File: config.mk
export PLATFORM = sky130hd
export DESIGN_NAME = tmr32_cmp_sequencer
export DESIGN_NICKNAME = d
export VERILOG_FILES = /design/src/rtl/tmr32_cmp_sequencer.sv
export SDC_FILE = /design/constraint.sdc
export NUM_CORES = 1
export LEC_CHECK = 0
export CORE_MARGIN = 1.5
export CORE_UTILIZATION = 47
export CTS_CLUSTER_SIZE = 10
export DETAILED_ROUTE_END_ITERATION = 10
export PLACE_DENSITY = 0.66
export SYNTH_ARGS = -nofsm -noshare
export SYNTH_HDL_FRONTEND = slang
export SYNTH_SLANG_ARGS = --single-unit
File: constraint.sdc
create_clock -name clk -period 17.4 [get_ports clk]
set_clock_uncertainty 0.2 [all_clocks]
set_input_delay 3.48 -clock clk [delete_from_list [all_inputs] [get_ports clk]]
set_output_delay 3.48 -clock clk [all_outputs]
set_load 0.05 [all_outputs]
File: src/rtl/tmr32_cmp_sequencer.sv
// Compare-value sequencer for the 32-bit timer/PWM core: applies one (cmpx, cmpy)
// pair from a small FIFO per rpt+1 timer periods, in drain-once or recirculating mode.
module tmr32_cmp_sequencer #(
    parameter int AW = 3,
    parameter int DW = 32
) (
    input  logic          clk,
    input  logic          rst_n,
    input  logic          en,
    input  logic          loop,
    input  logic [7:0]    rpt,
    input  logic          flush,
    input  logic          wr,
    input  logic [DW-1:0] wdata_x,
    input  logic [DW-1:0] wdata_y,
    input  logic          timeout_flag,
    output logic [DW-1:0] cmpx,
    output logic [DW-1:0] cmpy,
    output logic          busy,
    output logic          done,
    output logic          wr_err,
    output logic          empty,
    output logic          full,
    output logic [AW:0]   level
);

    localparam int DEPTH = 2 ** AW;
    localparam logic [AW:0] DEPTH_L = (AW + 1)'(DEPTH);

    typedef enum logic {
        IDLE = 1'b0,
        RUN  = 1'b1
    } state_t;

    state_t          state;
    state_t          state_nxt;
    logic            tf_q;
    logic            bnd;
    logic [7:0]      rep_cnt;
    logic            loop_q;
    logic [2*DW-1:0] mem [DEPTH];
    logic [2*DW-1:0] head;
    logic [AW-1:0]   rd_ptr;
    logic [AW-1:0]   wr_ptr;
    logic [AW:0]     level_q;

    logic pop;
    logic rep_dec;
    logic seq_end;
    logic recirc;
    logic pop_nl;
    logic wr_ok;
    logic done_nxt;

    // One boundary per timer period, however long the prescaled flag stays high.
    assign bnd   = timeout_flag & ~tf_q;
    assign head  = mem[rd_ptr];
    assign empty = (level_q == '0);
    assign full  = (level_q == DEPTH_L);
    assign level = level_q;
    assign busy  = (state == RUN);

    always_comb begin
        state_nxt = state;
        pop       = 1'b0;
        rep_dec   = 1'b0;
        seq_end   = 1'b0;
        if (!en) begin
            state_nxt = IDLE;
        end else begin
            case (state)
                IDLE: begin
                    if (!empty && !flush) begin
                        pop       = 1'b1;
                        state_nxt = RUN;
                    end
                end
                RUN: begin
                    if (bnd) begin
                        if (rep_cnt != 8'd0) begin
                            rep_dec = 1'b1;
                        end else if (!empty && !flush) begin
                            pop = 1'b1;
                        end else begin
                            seq_end   = 1'b1;
                            state_nxt = IDLE;
                        end
                    end
                end
                default: state_nxt = IDLE;
            endcase
        end
    end

    // Recirculation claims the write port, so a push in the same cycle is dropped.
    assign recirc   = pop & loop;
    assign pop_nl   = pop & ~loop;
    assign wr_ok    = wr & ~flush & ~recirc &
                      ((level_q - {{AW{1'b0}}, pop_nl}) < DEPTH_L);
    // A loop-mode sequence that runs dry only because of a flush ends silently.
    assign done_nxt = seq_end & ~loop_q;

    always_ff @(posedge clk or negedge rst_n) begin
        if (!rst_n) begin
            state   <= IDLE;
            tf_q    <= 1'b0;
            rep_cnt <= 8'd0;
            loop_q  <= 1'b0;
            cmpx    <= '0;
            cmpy    <= '0;
            rd_ptr  <= '0;
            wr_ptr  <= '0;
            level_q <= '0;
            done    <= 1'b0;
            wr_err  <= 1'b0;
        end else begin
            state  <= state_nxt;
            tf_q   <= timeout_flag;
            done   <= done_nxt;
            wr_err <= wr & ~wr_ok;
            if (rep_dec) begin
                rep_cnt <= rep_cnt - 8'd1;
            end
            if (pop) begin
                {cmpx, cmpy} <= head;
                rep_cnt      <= rpt;
                loop_q       <= loop;
            end
            if (flush) begin
                rd_ptr  <= '0;
                wr_ptr  <= '0;
                level_q <= '0;
            end else begin
                if (pop) begin
                    rd_ptr <= rd_ptr + 1'b1;
                end
                if (recirc || wr_ok) begin
                    wr_ptr <= wr_ptr + 1'b1;
                end
                level_q <= level_q + (AW + 1)'(wr_ok) - (AW + 1)'(pop_nl);
            end
        end
    end

    always_ff @(posedge clk) begin
        if (recirc || wr_ok) begin
            mem[wr_ptr] <= recirc ? head : {wdata_x, wdata_y};
        end
    end

endmodule

## After elaboration in Yosys (flattened, before gate mapping)

Memories as Yosys holds them, arrays and structs flattened.
Index checks and enable logic that the tools add are counted.

- $mul: 0
- Shift operators: 0
- Div/mod/pow operators: 0
- Eq/ne operators: 1
- Add/sub/neg operators: 6
- Magnitude comparators: 1
- Bitwise gates (word level): 15
- Reductions and logical operators: 9
- Muxes and demuxes: 28

Operator list:

| cell | count |
|---|---|
| 64-bit two-way mux | 1 |
| 1-bit two-way mux | 18 |
| 8-bit two-way mux | 2 |
| 3-bit two-way mux | 4 |
| 1-bit AND | 8 |
| 8-bit nonzero test | 1 |
| 4-bit by 1-bit subtractor with 4-bit output | 2 |
| 8-bit by 1-bit subtractor with 8-bit output (second input constant) | 1 |
| 1-bit NOT | 7 |
| 3-bit by 1-bit adder with 3-bit output (second input constant) | 2 |
| 2-bit nonzero test | 3 |
| 4-bit by 1-bit adder with 4-bit output | 1 |
| 4-bit == test (second input constant) | 1 |
| 4-bit zero test | 1 |
| 4-bit < comparator (second input constant) | 1 |
| 4-bit two-way mux | 1 |
| 1-bit one-hot mux with 2 select lines | 2 |
| 1-bit zero test | 2 |
| 1-bit logical AND | 1 |
| 1-bit logical OR | 1 |

- Flip-flop bits (word level): 87
- Output and inout port bits: 73
- Bits in latches: 0
- Memory bits (read-only): 0
- Memories: 1
- Bits in writable memories: 512

Memories:

| name | depth | bits a word | read ports | clocked after Yosys merged registers in | wr ports | line | RTL |
|---|---|---|---|---|---|---|---|
| mem | 8 | 64 | 1 | 0 | 1 | 41 | `logic [2*DW-1:0] mem [DEPTH];` |

## Logic depth before layout (Yosys ltp)

Gate-level depths: netlist (run 1).

- Word-level depth: 15
- Depth in mapped cells: 15

## Worst setup path after synthesis (run 1)

OpenSTA, ideal clock, no wires.

- Kind: input to register
- From: input flush
- To: memory mem[0][0] in the netlist's numbering (enable)
- Setup slack: 7.815 ns
- Data required time: 16.635 ns
- Stages: 4
- Buffers on the path: 0
- Arrival time: 8.820 ns
- Cells stage by stage: or3b_2 > nor3_2 > o21bai_1 > nor3_1

- Longest elaborated chain between the ends: 14
- Elaborated cells between the ends (all ways): 19
- Classes of those cells: add/sub (1); order compare (1); mux (7); bitwise (7); reduce/logical (3)

Ends and longest elaborated chain:

| what | line | RTL |
|---|---|---|
| start: declaration | 12 | `input logic flush,` |
| 1-bit zero test | 73, 82 |  |
| 1-bit logical AND | 73, 82 |  |
| 1-bit two-way mux | 73, 82 |  |
| 1-bit two-way mux | 80 | `if (rep_cnt != 8'd0) begin` |
| 1-bit two-way mux | 79 | `if (bnd) begin` |
| 1-bit one-hot mux with 2 select lines | 71 | `case (state)` |
| 1-bit two-way mux | 68 | `if (!en) begin` |
| 1-bit AND (on tied branches) | 97, 96 |  |
| 4-bit by 1-bit subtractor with 4-bit output / 1-bit NOT (equally long branches) | 99, 98 |  |
| 4-bit < comparator / 1-bit AND (equally long branches) | 99, 98 |  |
| 1-bit AND | 98 | `assign wr_ok = wr & ~flush & ~recirc &` |
| 1-bit logical OR (*) | 146 | `if (recirc \|\| wr_ok) begin` |
| 1-bit two-way mux (*) | 146 |  |
| 1-bit two-way mux (*) | 147 | `mem[wr_ptr] <= recirc ? head : {wdata_x, wdata_y};` |
| end: declaration | 41 |  |

Mark *: on every way between the ends. The rest lies on a longest branch, timed or not.

## Final worst setup path (run 1)

- From: input flush
- To: register level_q[2], in the netlist level[2]

- Longest elaborated chain between the ends: 14
- Elaborated cells between the ends (all ways): 19
- Classes of those cells: add/sub (3); order compare (1); mux (6); bitwise (7); reduce/logical (2)

Ends and longest elaborated chain:

| what | line | RTL |
|---|---|---|
| 1-bit zero test | 73, 82 |  |
| 1-bit logical AND | 73, 82 |  |
| 1-bit two-way mux | 73, 82 |  |
| 1-bit two-way mux | 80 |  |
| 1-bit two-way mux | 79 |  |
| 1-bit one-hot mux with 2 select lines | 71 |  |
| 1-bit two-way mux | 68 |  |
| 1-bit AND (on tied branches) | 97, 96 |  |
| 4-bit by 1-bit subtractor with 4-bit output / 1-bit NOT (equally long branches) | 99, 98 |  |
| 4-bit < comparator / 1-bit AND (equally long branches) | 99, 98 |  |
| 1-bit AND | 98 |  |
| 4-bit by 1-bit adder with 4-bit output | 140 | `level_q <= level_q + (AW + 1)'(wr_ok) - (AW + 1)'(pop_nl);` |
| 4-bit by 1-bit subtractor with 4-bit output | 140 |  |
| 4-bit two-way mux (*) | 129 | `if (flush) begin` |
| end signal: assignment | 140 |  |
| end: declaration | 45 | `logic [AW:0] level_q;` |

Marks and branches as above.
A chain may end at the register's enable or synchronous reset.

==> results.md, run 1 <==
- Crit path largest cell delay: 0.81 ns
- Number of remaining DRC errors: 0
- Initial antenna violation count: 1
- Synth top area share: 0.649
- Pre-antenna DRT Iters: 5
- Post-Syn Nets: 1,324
- Die Area: 0.0517 mm²
- # diodes: 0
- Critical path endpoint category: flip-flop
- Syn Area/Cell: 19.2 µm²
- Fmax: 137 MHz
- Placed inst area: 0.0260 mm²
- Final hold violations: 0
- CTS Hold Bufs: 0
- Hold slack: 0.256 ns
- CP Max Fanout: 70
- Minimum clock period: 7.31 ns
- Skew-Pair Late Insertion Delay: 0.59 ns
- Fin util: 0.562
- Wirelength, routed: 48.7 mm
- Initial Utilization: 0.474
- Sink Count: 599
- Max-slew violations: 0
- Mapped Cells: 1,233
- Largest net degree at the start of global routing: 116
- Final clock period utilization by the worst path: 0.420
- Tot Pwr: 0.00414 W
- Row cnt: 82
- Reg-to-reg endpoint: level[2]
- Max transition margin: 0.270
- Cell Pwr Density: 147 mW/mm²
- Avg Vias per Cell: 5.54
- CORE AREA: 0.0500 mm²
- Cell area after synthesis: 0.0237 mm²
- FFs w/ async S/R, synth: 0.145
- # nets final: 1,506
- Post-DP HPWL: 25.8 mm
- Tot GR Track Use: 0.196
- Crit path cell chain: clkdlybuf4s50_1, nor3b_1, nand2_4, o32a_1, nand2b_1, ha_1, inv_1, ha_1, fa_1, xor2_1, nor2_1
- Count of cell types in the netlist: 46
- Leak Pwr: 9.40 nW
- Register area share after synthesis: 0.741
- First-pass GRT wire length: 74.7 mm
- IO Port Bufs: 151
- Crit path max-delay cell type: nor3b_1
- Root cell of the clock tree: clkbuf_16
- Via Count: 11,879
- Count of cells resized by post-cts repair: 0
- EDFF count, synth: 512
- Setup bufs post-CTS: 0
- Number of DRC markers in iteration 0: 781
- Synthesis warning total: 0
- Num CTS Buffers: 70
- Ys flop type: edfxtp_1
- Number of synthesized register bits: 599
- Share of cells above drive strength 1: 0.252
- Worst reg2reg path depth: 13
- Most common cell in the synthesized netlist: edfxtp_1
- Area delta synth->final: 18.7%
- R2r startpoint: level[3]
- Reg-to-reg slack, setup: 12.86 ns
- Gpl congestion: 0.788
- Worst slew pin tran: 1.09 ns
- Design Area, Final: 0.0281 mm²
- WL/cell: 22.7 µm
- Num ports: 152
- Crit path kind: in -> reg
- RSZ-0062 raised after global routing: false
- Final setup fails: 0
- Worst Path Required: 17.64 ns
- Crit path to: level[2]
- CP dominant cell by count: ha_1
- H-tree Lvls: 3
- Maximum VDD drop: 0.0823 mV
- Largest area contributor in the netlist: edfxtp_1
- Setup TNS: 0 ns
- Die width: 227 µm
- Critical path origin: flush
- Max-cap viol count: 0
- GR Overflow Total: 0
- Clk buf depth: 3
- Post-synth top cells: edfxtp_1, nand2_1, mux2_2, mux4_2, dfrtp_1
- Clock Pin Slew Worst Setup and Hold Paths: 0.06 ns
- Critical path arrival: 7.55 ns
- Die Span Y: 227 µm
- Post-DRT Antenna Nets: 0
- CTS tree: done
- Vias in the first global route: 12,359
- Crit start category: primary input
- Run status: finished, final reports clean
- Top cells by area, synth: edfxtp_1, mux4_2, dfrtp_1
- Tightest Hold Check Type: reg -> reg
-- state kept, by name (all words and copies together) (netlist names), 3 cells and up --
signal,cells
mem,512
level,4
rd_ptr,3
wr_ptr,3
rep_cnt,8
cmpx,32
cmpy,32
-- stage by stage --
step,worst slack [ns],std cells
after floorplan,7.82,1233
after global placement,9.57,2015
after detailed placement,9.46,2015
after CTS,10.06,2145
after global routing,9.77,2145
final,10.09,2145
-- worst max-delay path: cells and delay by family --
kind,cells,cell delay [ns]
compound gates,1,0.58
xor+xnor,1,0.17
buf+inv,2,0.72
fa+ha+maj,3,0.88
simple gates,4,1.72
-- worst min-delay path by stage --
stage                      start  endpoint  cells after the start
after floorplan           loop_q      done                      1
after global placement    loop_q      done                      1
after detailed placement  loop_q      done                      1
after CTS                 loop_q      done                      1
after global routing      loop_q      done                      1
final                     loop_q      done                      1
-- cell usage in the layout, fill, tap and decap left out, types with 3 or more instances in the layout --
master / count
a21oi_1: 6
buf_4: 17
clkbuf_1: 50
clkbuf_16: 74
clkdlybuf4s50_1: 150
dfrtp_1: 84
dfrtp_4: 3
edfxtp_1: 512
ha_1: 11
inv_1: 8
mux2_2: 128
mux4_2: 128
nand2_1: 207
nand2b_1: 6
nor2_1: 12
nor2_4: 7
nor2b_1: 4
nor3_2: 3
nor3b_1: 6
nor4_1: 4
o21ai_0: 8
o311ai_0: 3
-- layer usage --
metal | share of wire | track usage
met5 | 0.00016 | 0
met4 | 0.015 | 0.0575
met3 | 0.065 | 0.0377
met2 | 0.49 | 0.312
met1 | 0.43 | 0.277
-- layout make-up --
type                    count  area (µm²)
fillers                  3782       21900
flip-flops and latches    599       17600
multi-input cells         568        5930
clock buffers             124        2040
repair buffers            168        1650
well taps                 672         841
clock inverters             6        46.3
inverters                   8        30.0
-- cells by family after synthesis --
kind of cell,after synthesis,share of synthesized area
xor+xnor,4,0.00148
simple gates,262,0.0462
compound gates,33,0.00978
mux,257,0.183
buf+inv,66,0.0114
fa+ha+maj,12,0.00666
flops,599,0.741
-- report_power, final --
part	total (W)	leakage [nW]	switching [W]	internal (W)
Clock	0.00133	0.994	0.000543	0.000792
Sequential	0.00183	5.72	0.0000789	0.00175
Combinational	0.000971	2.69	0.000603	0.000368
Total	0.00414	9.40	0.00122	0.00291
No activity file was read; power rests on OpenSTA's default activity.
==> run 2: changes to the inputs <==
clock period = 7.61 ns   (was 17.4 ns; I/O delays follow)
==> run 2 against run 1 <==
Net effect: critical path depth decreased by 6; combinational power increased by 130%; critical endpoint is now mem[1][62]; highest routed layer unchanged; non-clock buffer count increased by 1; final cell count about the same.
==> results.md, run 2 (synthesized netlist as in run 1, its figures left out) <==
- Busiest grt layer: met2 (unchanged)
- WHS Path Cells: 1 (unchanged)
- # nets final: 1,507 (was 1,506)
- Count of cells resized by post-cts repair: 0 (unchanged)
- Run status: finished, final reports clean (unchanged)
- Sequential fraction of design power: 0.444 (was 0.442)
- Gpl congestion: 0.785 (was 0.788)
- Vias in the first global route: 12,225 (was 12,359)
- Minimum clock period: 4.76 ns
- Crit path kind: in -> reg (unchanged)
- Row cnt: 82 (unchanged)
- Largest net degree at the start of global routing: 89 (was 116)
- Root cell of the clock tree: clkbuf_16 (unchanged)
- Fillers: 3,795 (was 3,782)
- Commonest non-fill, non-tap cell in the layout: edfxtp_1 (unchanged)
- Via Count: 11,650 (was 11,879)
- Post-DP HPWL: 26.2 mm (was 25.8 mm)
- First-pass GRT wire length: 73.6 mm (was 74.7 mm)
- Crit path largest cell delay: 0.86 ns (was 0.81 ns)
- H-tree Lvls: 3 (unchanged)
- Die Span Y: 227 µm (unchanged)
- Die Area: 0.0517 mm² (unchanged)
- Final hold violations: 0 (unchanged)
- Num CTS Buffers: 70 (unchanged)
- Max-slew violations: 0 (unchanged)
- Placed insts: 2,016 (was 2,015)
- CTS Hold Bufs: 0 (unchanged)
- Tot GR Track Use: 0.192 (was 0.196)
- Setup bufs post-CTS: 0 (unchanged)
- WL/cell: 22.2 µm (was 22.7 µm)
- Number of DRC markers in iteration 0: 848 (was 781)
- Reg-to-reg slack, setup: 3.59 ns (was 12.86 ns)
- Reg-to-reg endpoint: mem[3][25] (was level[2])
- Worst Path Required: 7.71 ns (was 17.64 ns)
- Pre-antenna DRT Iters: 5 (unchanged)
- GR Overflow Total: 0 (unchanged)
- Placed inst area: 0.0261 mm² (was 0.0260 mm²)
- Share of cells above drive strength 1: 0.253 (was 0.252)
- Hold Path Sink: done (unchanged)
- Largest register FFs: 512 (unchanged)
- Max-cap viol count: 0 (unchanged)
- Number of remaining DRC errors: 0 (unchanged)
- Cell Int Power: 0.00668 W (was 0.00291 W)
- Cell Pwr Density: 336 mW/mm² (was 147 mW/mm²)
- GR Util met1: 0.274 (was 0.277)
- Switch share: 0.293 (was 0.296)
- HP Start: loop_q (unchanged)
- Top reg by flops: mem (unchanged)
- CORE AREA: 0.0500 mm² (unchanged)
- Slack of the critical path: 2.85 ns (was 10.09 ns)
- Setup TNS: 0 ns (unchanged)
- Critical path buffer and inverter count: 2 (unchanged)
- # diodes: 0 (unchanged)
- CP Max Fanout: 34 (was 70)
- Psw: 0.00277 W (was 0.00122 W)
- CTS tree: done (unchanged)
- Area delta synth->final: 19.0% (was 18.7%)
- Skew-Pair Late Insertion Delay: 0.59 ns (about the same)
- Critical path endpoint category: flip-flop (unchanged)
- Die width: 227 µm (unchanged)
- Crit path cell chain: clkdlybuf4s50_1, nor3b_1, nand3_4, buf_4, mux2_2 (was clkdlybuf4s50_1, nor3b_1, nand2_4, o32a_1, nand2b_1, ha_1, inv_1, ha_1, fa_1, xor2_1, nor2_1)
- Logic gate share of total power: 0.233 (was 0.235)
- Wirelength, routed: 47.7 mm (was 48.7 mm)
- Worst slew pin tran: 1.15 ns (was 1.09 ns)
- Design Area, Final: 0.0282 mm² (was 0.0281 mm²)
- Critical path arrival: 4.86 ns (was 7.55 ns)
- Initial Utilization: 0.474 (unchanged)
- Tightest Hold Check Type: reg -> reg (unchanged)
- Worst reg2reg path depth: 8 (was 13)
- Crit path max-delay cell type: nor3b_1 (unchanged)
- Clk buf depth: 3 (unchanged)
- Num ports: 152 (unchanged)
- Fin cells: 2,146 (was 2,145)
- Final clock period utilization by the worst path: 0.625
- Clk network pwr share: 0.323 (about the same)
- Initial antenna violation count: 2 (was 1)
- Placement Setup Slack: 2.23 ns (was 9.46 ns)
- Fmax: 210 MHz
- Maximum VDD drop: 0.217 mV (was 0.0823 mV)
- Cell family with most CP delay: simple AND/OR/NAND/NOR gates (unchanged)
- Avg Vias per Cell: 5.43 (was 5.54)
- Met2 GRT Util: 0.305 (was 0.312)
- IO Port Bufs: 151 (unchanged)
- Max transition margin: 0.233 (was 0.270)
- Leak Pwr: 9.41 nW (was 9.40 nW)
- Most frequent cells in the layout: edfxtp_1, nand2_1, clkdlybuf4s50_1 (unchanged)
- Final setup fails: 0 (unchanged)
- Post-DRT Antenna Nets: 0 (unchanged)
- Met3 usage in global routing: 0.0333 (was 0.0377)
- R2r startpoint: rep_cnt[0] (was level[3])
- Clock Pin Slew Worst Setup and Hold Paths: 0.05 ns (was 0.06 ns)
- Crit start category: primary input (unchanged)
- RSZ-0062 raised after global routing: false (unchanged)
- Sink Count: 599 (unchanged)
- Largest registers: mem (512), cmpx (32), cmpy (32) (unchanged)
==> run 2: cell count changes in the layout (fill, tap and decap cells not counted), sizes merged <==
cell and change:
inv +2, buf +1, clkinv -3, bufinv +1
==> run 2: power groups by stage <==
| stage | clock network (W) | registers, W | logic, W |
|---|---|---|---|
| after detailed placement | 0 | 0.00427 | 0.00223 |
| final | 0.00305 | 0.00420 | 0.00220 |
| after floorplan | 0 | 0.00478 | 0.000981 |
| after global routing | 0.00326 | 0.00424 | 0.00238 |
| after global placement | 0 | 0.00425 | 0.00221 |
| after CTS | 0.00313 | 0.00421 | 0.00223 |
==> run 2: through the flow <==
step / hold WS [ns] / utilization / power (W)
after floorplan: 0.209 / - / 0.00576
after global placement: 0.250 / 0.522 / 0.00646
after detailed placement: 0.252 / 0.522 / 0.00649
after CTS: 0.260 / 0.564 / 0.00957
after global routing: 0.284 / 0.564 / 0.00988
final: 0.263 / 0.564 / 0.00945
==> run 2: worst reg2reg max path, cell delays in order (launching register included) <==
cell	delay, ns
dfrtp_1	0.38
inv_1	0.12
ha_1	0.19
or3b_2	0.49
o31a_1	0.36
nor3_2	0.37
o21ai_1	0.32
nor2_4	0.73
buf_4	0.49
==> run 2: area by class of cell <==
type                       count  area (µm²)  share of cell area
clock inverter                 6        68.8             0.00244
tap                          672         841              0.0299
sequential                   599       17600               0.624
multi-input combinational    568        5940               0.211
timing repair buffer         169        1690              0.0602
inverter                       8        30.0             0.00107
clock buffer                 124        2030              0.0720
==> run 2: worst max-delay path by stage <==
stage | startpoint | endpoint | slack, ns | cells after the start
2_1_floorplan | flush | mem[1][0] | 0.004 | 4
3_3_place_gp | flush | mem[3][25] | 2.29 | 6
3_5_place_dp | flush | mem[4][46] | 2.23 | 6
4_1_cts | flush | mem[4][39] | 2.83 | 6
5_1_grt | flush | mem[4][40] | 2.64 | 6
6_report | flush | mem[1][62] | 2.85 | 5
==> run 2: routing by layer <==
| layer | vias to the layer above | routed length (µm) |
|---|---|---|
| li1 | 5235 | - |
| met1 | 6069 | 21700 |
| met2 | 282 | 22800 |
| met3 | 60 | 2330 |
| met4 | 4 | 824 |
| met5 | - | 27 |
